==> src/rtl/rca_arbiter.sv <==
// Round-robin sequencer that shares one ripple-carry adder between two requesters
// and returns {sum, carry, id} on a registered result port.

module rca_fa (
    input  logic a,
    input  logic b,
    input  logic cin,
    output logic sum,
    output logic cout
);
    assign sum  = a ^ b ^ cin;
    assign cout = (a & b) | (cin & (a ^ b));
endmodule

module rca_fh #(
    parameter int WIDTH = 32
) (
    input  logic [WIDTH-1:0] a,
    input  logic [WIDTH-1:0] b,
    input  logic             cin,
    output logic [WIDTH-1:0] sum,
    output logic             cout
);
    logic [WIDTH:0] carry;

    assign carry[0] = cin;

    for (genvar i = 0; i < WIDTH; i++) begin : g_bit
        rca_fa u_fa (
            .a   (a[i]),
            .b   (b[i]),
            .cin (carry[i]),
            .sum (sum[i]),
            .cout(carry[i+1])
        );
    end

    assign cout = carry[WIDTH];
endmodule

module rca_arbiter #(
    parameter int WIDTH = 32
) (
    input  logic             clk,
    input  logic             rst_n,
    input  logic             req0_valid,
    output logic             req0_ready,
    input  logic [WIDTH-1:0] req0_a,
    input  logic [WIDTH-1:0] req0_b,
    input  logic             req0_cin,
    input  logic             req1_valid,
    output logic             req1_ready,
    input  logic [WIDTH-1:0] req1_a,
    input  logic [WIDTH-1:0] req1_b,
    input  logic             req1_cin,
    output logic             res_valid,
    input  logic             res_ready,
    output logic [WIDTH-1:0] res_sum,
    output logic             res_carry,
    output logic             res_id,
    output logic             busy
);
    // Handshakes: a transfer happens on a rising edge where valid & ready are both 1.
    // Requesters may drop valid at any time; ready never depends on a queued request.
    typedef enum logic [1:0] {
        IDLE = 2'd0,
        CALC = 2'd1,
        HOLD = 2'd2
    } state_t;

    state_t           state, state_nxt;
    logic             last_grant, last_grant_nxt;
    logic [WIDTH-1:0] op_a, op_a_nxt;
    logic [WIDTH-1:0] op_b, op_b_nxt;
    logic             op_cin, op_cin_nxt;
    logic             op_id, op_id_nxt;
    logic             res_valid_nxt;
    logic [WIDTH-1:0] res_sum_nxt;
    logic             res_carry_nxt;
    logic             res_id_nxt;
    logic             busy_nxt;

    logic             grant_vld;
    logic             grant_id;
    logic [WIDTH-1:0] add_sum;
    logic             add_cout;

    rca_fh #(.WIDTH(WIDTH)) u_rca (
        .a   (op_a),
        .b   (op_b),
        .cin (op_cin),
        .sum (add_sum),
        .cout(add_cout)
    );

    // Contention goes to whoever did not win last; a lone requester always wins.
    always_comb begin
        grant_vld = 1'b0;
        grant_id  = 1'b0;
        if (state == IDLE) begin
            if (req0_valid && req1_valid) begin
                grant_vld = 1'b1;
                grant_id  = ~last_grant;
            end else if (req0_valid) begin
                grant_vld = 1'b1;
                grant_id  = 1'b0;
            end else if (req1_valid) begin
                grant_vld = 1'b1;
                grant_id  = 1'b1;
            end
        end
    end

    assign req0_ready = rst_n && grant_vld && !grant_id;
    assign req1_ready = rst_n && grant_vld && grant_id;

    always_comb begin
        state_nxt      = state;
        last_grant_nxt = last_grant;
        op_a_nxt       = op_a;
        op_b_nxt       = op_b;
        op_cin_nxt     = op_cin;
        op_id_nxt      = op_id;
        res_valid_nxt  = res_valid;
        res_sum_nxt    = res_sum;
        res_carry_nxt  = res_carry;
        res_id_nxt     = res_id;
        case (state)
            IDLE: begin
                if (grant_vld) begin
                    op_a_nxt       = grant_id ? req1_a : req0_a;
                    op_b_nxt       = grant_id ? req1_b : req0_b;
                    op_cin_nxt     = grant_id ? req1_cin : req0_cin;
                    op_id_nxt      = grant_id;
                    last_grant_nxt = grant_id;
                    state_nxt      = CALC;
                end
            end
            CALC: begin
                res_sum_nxt   = add_sum;
                res_carry_nxt = add_cout;
                res_id_nxt    = op_id;
                res_valid_nxt = 1'b1;
                state_nxt     = HOLD;
            end
            HOLD: begin
                // Result fields are left untouched after the transfer on purpose.
                if (res_ready) begin
                    res_valid_nxt = 1'b0;
                    state_nxt     = IDLE;
                end
            end
            default: begin
                res_valid_nxt = 1'b0;
                state_nxt     = IDLE;
            end
        endcase
        busy_nxt = (state_nxt != IDLE);
    end

    always_ff @(posedge clk or negedge rst_n) begin
        if (!rst_n) begin
            state      <= IDLE;
            last_grant <= 1'b1;
            op_a       <= '0;
            op_b       <= '0;
            op_cin     <= 1'b0;
            op_id      <= 1'b0;
            res_valid  <= 1'b0;
            res_sum    <= '0;
            res_carry  <= 1'b0;
            res_id     <= 1'b0;
            busy       <= 1'b0;
        end else begin
            state      <= state_nxt;
            last_grant <= last_grant_nxt;
            op_a       <= op_a_nxt;
            op_b       <= op_b_nxt;
            op_cin     <= op_cin_nxt;
            op_id      <= op_id_nxt;
            res_valid  <= res_valid_nxt;
            res_sum    <= res_sum_nxt;
            res_carry  <= res_carry_nxt;
            res_id     <= res_id_nxt;
            busy       <= busy_nxt;
        end
    end
endmodule

==> config.mk <==
export PLATFORM = sky130hd
export DESIGN_NAME = rca_arbiter
export DESIGN_NICKNAME = d
export VERILOG_FILES = /design/src/rtl/rca_arbiter.sv
export SDC_FILE = /design/constraint.sdc
export NUM_CORES = 1
export LEC_CHECK = 0
export ABC_AREA = 1
export BUFFER_PORTS_ARGS = -buffer_cell sky130_fd_sc_hd__buf_4
export CAP_MARGIN = 30
export CORE_MARGIN = 2
export CORE_UTILIZATION = 25
export CTS_BUF_LIST = sky130_fd_sc_hd__clkbuf_8
export DETAILED_ROUTE_END_ITERATION = 12
export PLACE_DENSITY = 0.46
export SLEW_MARGIN = 25
export SYNTH_ARGS = -nofsm -noshare
export SYNTH_HDL_FRONTEND = slang
export SYNTH_SLANG_ARGS = --single-unit
==> constraint.sdc <==
create_clock -name clk -period 16 [get_ports clk]
set_input_delay 0.8 -clock clk [delete_from_list [all_inputs] [get_ports clk]]
set_output_delay 0.8 -clock clk [all_outputs]
set_load 0.005 [all_outputs]
==> results.toml, run 1 <==
[placed_design]
pre_cts_slack_ps = 488.1
gp_congestion = 0.6944
placed_cells = 1146
portBuffers = 172
dp_hpwl_um = 10600

[timing]
finalMaxSlewViolations = 0
fin_skew_ps = 14.67
whs_ps = 454.4
final.setup.tns_ps = 0
finalCritPeriodShare_pct = 95.55
max_freq_mhz = 65.41
maxSlewHeadroom_pct = 42.36
setup_viol = 0
hold_viol = 0
setup_slack_ps = 712.6
tightest_slew_ps = 861.6
min_period_ps = 15290
rsz0062_at_grt = "false"

[layout]
finalNonFillerCells = 1162
layout.nets = 1011
syn_to_final_growth_pct = 29.14
drive_gt1_share_pct = 23.67
n_antenna_cell = 0

[cts]
cts_buffer_depth = 2
clk_pin_slew_worst_paths_ps = 100
cts.sinks = 105
cts_tree = "done"
cts_buffers = 9
cts_max_level = 3
clk_latency_ps = 380
cts_root_buf = "clkbuf_8"

[critical_path]
crit_fanout = 2
max_stage_delay_ps = 480
reg2reg_to = "res_sum[31]"
reg2reg_depth = 36
crit_path_frequent_cell = "fa_1"
r2r_start = "op_cin"
cp.arrival_ps = 15570
path_buf_inv = 3
crit_path_top_delay_cell = "fa_1"
cp-end-kind = "register"
required_ps = 16280
path_delay_family = "adder cells"
start_kind = "register"
r2r_slack_ps = 710
critical_path_class = "register to register"

[synthesis]
syn_area_um2 = 5852
synth_enable_flop_cells = 0
ys.flop_type = "dfrtp_1"
yosysMostFrequentCell = "nand2_1"
syn_inst = 702
yosys_warnings = 0
yosysTopAreaCellShare_pct = 44.47
avgSynthCellArea_um2 = 8.336
synth_nets = 869
yosys.area.top_type = "dfrtp_1"
yosysSeqAreaShare_pct = 44.92
ys_types = 19
synth_async_sr_flop_share_pct = 100.0
synth_common_cells = "nand2_1 (267), dfrtp_1 (104), nand3_1 (96)"
synth_area_leaders = "dfrtp_1 (44%), nand2_1 (17%), fa_1 (11%)"
synth-seq-cells = 105

[routing]
drt-vias-per-instance = 4.173
drcViolationCount = 0
avgRoutedWirePerCell_um = 13.74
wl_um = 15970
ant_nets = 0
drt_iter0_drc = 274
first_pass_iters = 6
vias = 4849

[die]
die_w_um = 157.0
rows = 55
dieHeight_um = 157.0
coreArea_um2 = 22780
initial_core_util_pct = 25.69
pin_count = 173
dieArea_um2 = 24650

[power_and_ir_drop]
switching_power_uw = 543.6
powerDensity_nw_per_um2 = 170.5
switching_share_pct = 42.18
irDropWorstVdd_uv = 57.96
seqPwrFrac_pct = 38.8
p_clk_share_pct = 13.5
p_int_uw = 745.2
power.static_leakage_nw = 4.143
combPwrFrac_pct = 47.7

[status]
status = "finished clean"

[grt]
grt_pass1_wl_um = 25890
grt_max_degree = 70
antenna_found_initial = 0
grt_pass1_vias = 4890
gr-usage-all-layers_pct = 13.51
overflow = 0

[worst_hold_path]
hold_class = "input pin to asynchronous set/reset pin"

[run]
drv_cap = 0
logic make-up (layout without fill, tap and decap cells):
group | after synthesis | count (layout) | share of synthesized area [%]
compound gates | 7 | 7 | 0.6629
fa+ha+maj | 32 | 32 | 10.95
buf+inv | 125 | 272 | 9.258
flops | 105 | 105 | 44.92
simple gates | 433 | 433 | 34.21
stage by stage:
stage          instance area [um^2]  total power [mW]  util (%)
3_5_place_dp                   7348             1.144     32.26
3_3_place_gp                   7348             1.137     32.26
6_report                       7557             1.289     33.18
5_1_grt                        7557             1.440     33.18
2_1_floorplan                  5852            0.9180         -
4_1_cts                        7555             1.325     33.17
how the worst max path moves through the flow:
stage,from,end,cells past startpoint
3_5_place_dp,op_cin,res_sum[31],36
4_1_cts,op_cin,res_sum[31],36
3_3_place_gp,op_cin,res_sum[31],36
5_1_grt,op_cin,res_sum[31],36
2_1_floorplan,op_cin,res_sum[31],36
6_report,op_cin,res_sum[31],36
layout make-up:
cell class                      count  area [um^2]
Clock buffer                       11        151.4
Multi-Input combinational cell    472         2704
Timing Repair Buffer              177         1329
Sequential cell                   105         2630
Fill cell                        2496        15220
Clock inverter                      5        55.05
Inverter                           79        296.5
Tap cell                          313        391.6
per-layer routing:
metal	share of wire, %	global-route usage [%]	wire length, um	vias up
met1	46	18.06	7419	2265
met3	6.5	3.442	1031	20
li1	-	-	-	2447
met2	45	21.16	7147	117
met5	0	0	0	-
met4	2.3	4.893	368	0
registers in the layout, summed over array words and instances (netlist names):
register    cells
res_id          1
res_carry       1
op_a           32
state           2
res_sum        32
last_grant      1
busy            1
res_valid       1
op_cin          1
op_b           32
op_id           1
power by group through the flow:
stage / Combinational [mW] / Clock (mW) / Sequential [mW]
final: 0.615 / 0.174 / 0.500
after global routing: 0.727 / 0.194 / 0.519
after detailed placement: 0.637 / 0 / 0.507
after CTS: 0.639 / 0.184 / 0.502
after global placement: 0.635 / 0 / 0.502
after floorplan: 0.440 / 0 / 0.478
timing repair:
item	CTS	global route
buffers inserted	0	0
hold buffers	0	0
resized for setup	0	1
endpoints found under the setup margin	0	1
cell usage in the layout, fill, tap and decap left out, types with 2 or more instances in the layout:
| master | netlist | routed |
|---|---|---|
| nand2_1 | 267 | 265 |
| buf_4 | 3 | 177 |
| dfrtp_1 | 104 | 103 |
| nand3_1 | 96 | 96 |
| inv_1 | 78 | 79 |
| nand3b_1 | 64 | 64 |
| fa_1 | 32 | 31 |
| clkbuf_8 | 0 | 11 |
| o21ai_0 | 6 | 6 |
| nor2_1 | 3 | 3 |
| nand2_2 | 0 | 2 |
Note: power is estimated with default switching activity, not from simulation.
==> inputs of run 2 (changes only) <==
--- a/config.mk
+++ b/config.mk
@@ -12,7 +12,7 @@
 export CORE_UTILIZATION = 25
 export CTS_BUF_LIST = sky130_fd_sc_hd__clkbuf_8
 export DETAILED_ROUTE_END_ITERATION = 12
-export PLACE_DENSITY = 0.46
+export PLACE_DENSITY = 0.45
 export SLEW_MARGIN = 25
 export SYNTH_ARGS = -nofsm -noshare
 export SYNTH_HDL_FRONTEND = slang
==> constraint.sdc (replaced) <==
create_clock -name clk -period 16.8 [get_ports clk]
set_input_delay 0.84 -clock clk [delete_from_list [all_inputs] [get_ports clk]]
set_output_delay 0.84 -clock clk [all_outputs]
set_load 0.005 [all_outputs]
==> results.toml, run 2 (synthesized netlist as in run 1, its figures left out) <==
[status]
status = "finished clean"

[grt]
grt_pass1_wl_um = 25700
grt_max_degree = 70
gr-usage-all-layers_pct = 13.44
antenna_found_initial = 0
overflow = 0
grt_pass1_vias = 4969

[die]
coreArea_um2 = 22780
rows = 55
pin_count = 173
dieArea_um2 = 24650
initial_core_util_pct = 25.69
die_w_um = 157.0
dieHeight_um = 157.0

[cts]
clk_pin_slew_worst_paths_ps = 100
cts_tree = "done"
cts_buffer_depth = 2
cts_resized = 0
post_cts_buffers = 0
cts.sinks = 105
cts_max_level = 3
ctsHoldBuffers = 0
cts_root_buf = "clkbuf_8"
cts_buffers = 9
clk_latency_ps = 380

[placed_design]
gp_congestion = 0.6790
placed_cells = 1146
dp_hpwl_um = 10760
placement.cell_area_um2 = 7348
pre_cts_slack_ps = 1332
portBuffers = 172

[layout]
fin_util_pct = 32.97
layout.nets = 1011
multi_input_area_um2 = 2701
drive_gt1_share_pct = 23.47
fill_cells = 2520
seq_area_um2 = 2630
finalNonFillerCells = 1161
mostFrequentLayoutCells = "nand2_1 (265), buf_4 (177), dfrtp_1 (103), nand3_1 (96), inv_1 (79)"
design_area_um2 = 7510
largestRegisters = "op_a: 32 flops, op_b: 32 flops, res_sum: 32 flops"
layout_commonest_cell = "nand2_1"
n_antenna_cell = 0
syn_to_final_growth_pct = 28.33

[critical_path]
r2r_slack_ps = 1500
start_kind = "register"
cp-end-kind = "register"
required_ps = 17080
crit_path_frequent_cell = "fa_1"
crit_path_top_delay_cell = "fa_1"
max_stage_delay_ps = 480
path_buf_inv = 3
r2r_start = "op_cin"
crit_fanout = 2
critical_path_class = "register to register"
cp.arrival_ps = 15570
reg2reg_to = "res_sum[31]"
reg2reg_depth = 36
path_delay_family = "adder cells"

[power_and_ir_drop]
powerDensity_nw_per_um2 = 160.3
power.static_leakage_nw = 4.121
p_total_mw = 1.204
irDropWorstVdd_uv = 63.97

[timing]
maxSlewHeadroom_pct = 43.07
final.setup.tns_ps = 0
hold_viol = 0
min_period_ps = 15300
finalCritPeriodShare_pct = 91.06
setup_slack_ps = 1502
tightest_slew_ps = 854.0
finalMaxSlewViolations = 0
rsz0062_at_grt = "false"
max_freq_mhz = 65.37
fin_skew_ps = 15.08
whs_ps = 447.5
setup_viol = 0

[run]
drv_cap = 0

[routing]
drt_iter0_drc = 200
drcViolationCount = 0
vias = 4864
first_pass_iters = 4
avgRoutedWirePerCell_um = 13.70
ant_nets = 0
drt-vias-per-instance = 4.189
wl_um = 15900

[worst_hold_path]
hold_class = "input pin to asynchronous set/reset pin"
## run 2: area by class of cell
cell class,instances,area share [%]
clock buffer,9,1.649
clock inverter,6,0.4998
inverter,79,3.949
multi-input combinational,472,35.97
sequential,105,35.02
tap,313,5.215
timing repair buffer,177,17.69
## run 2: worst max path at each step
stage,slack (ps),to,start,depth (start not counted)
2_1_floorplan,1960,res_sum[31],op_cin,36
3_3_place_gp,1380,res_sum[31],op_cin,36
3_5_place_dp,1330,res_sum[31],op_cin,36
4_1_cts,1290,res_sum[31],op_cin,36
5_1_grt,800,res_sum[31],op_cin,36
6_report,1500,res_sum[31],op_cin,36
## run 2: worst register-to-register path, delay by kind of cell (launching register included)
family                     cells  cell delay (ps)
adders and majority gates     32            14380
DFF                            1              410
buffers and inverters          3              220
AOI/OAI and AO/OA              1              170
## run 2: per-layer routing
layer	share of wire, %	global-route usage, %
met1	48	18.11
met2	46	21.70
met3	5.2	2.698
met4	1.5	4.325
met5	0	0
## run 2: report_power, final
| group | switching (mW) | internal, mW | total [mW] | leakage [nW] |
|---|---|---|---|---|
| registers | 0.0977 | 0.379 | 0.477 | 1.30 |
| logic | 0.330 | 0.253 | 0.583 | 2.74 |
| clock network | 0.0906 | 0.0527 | 0.143 | 0.0827 |
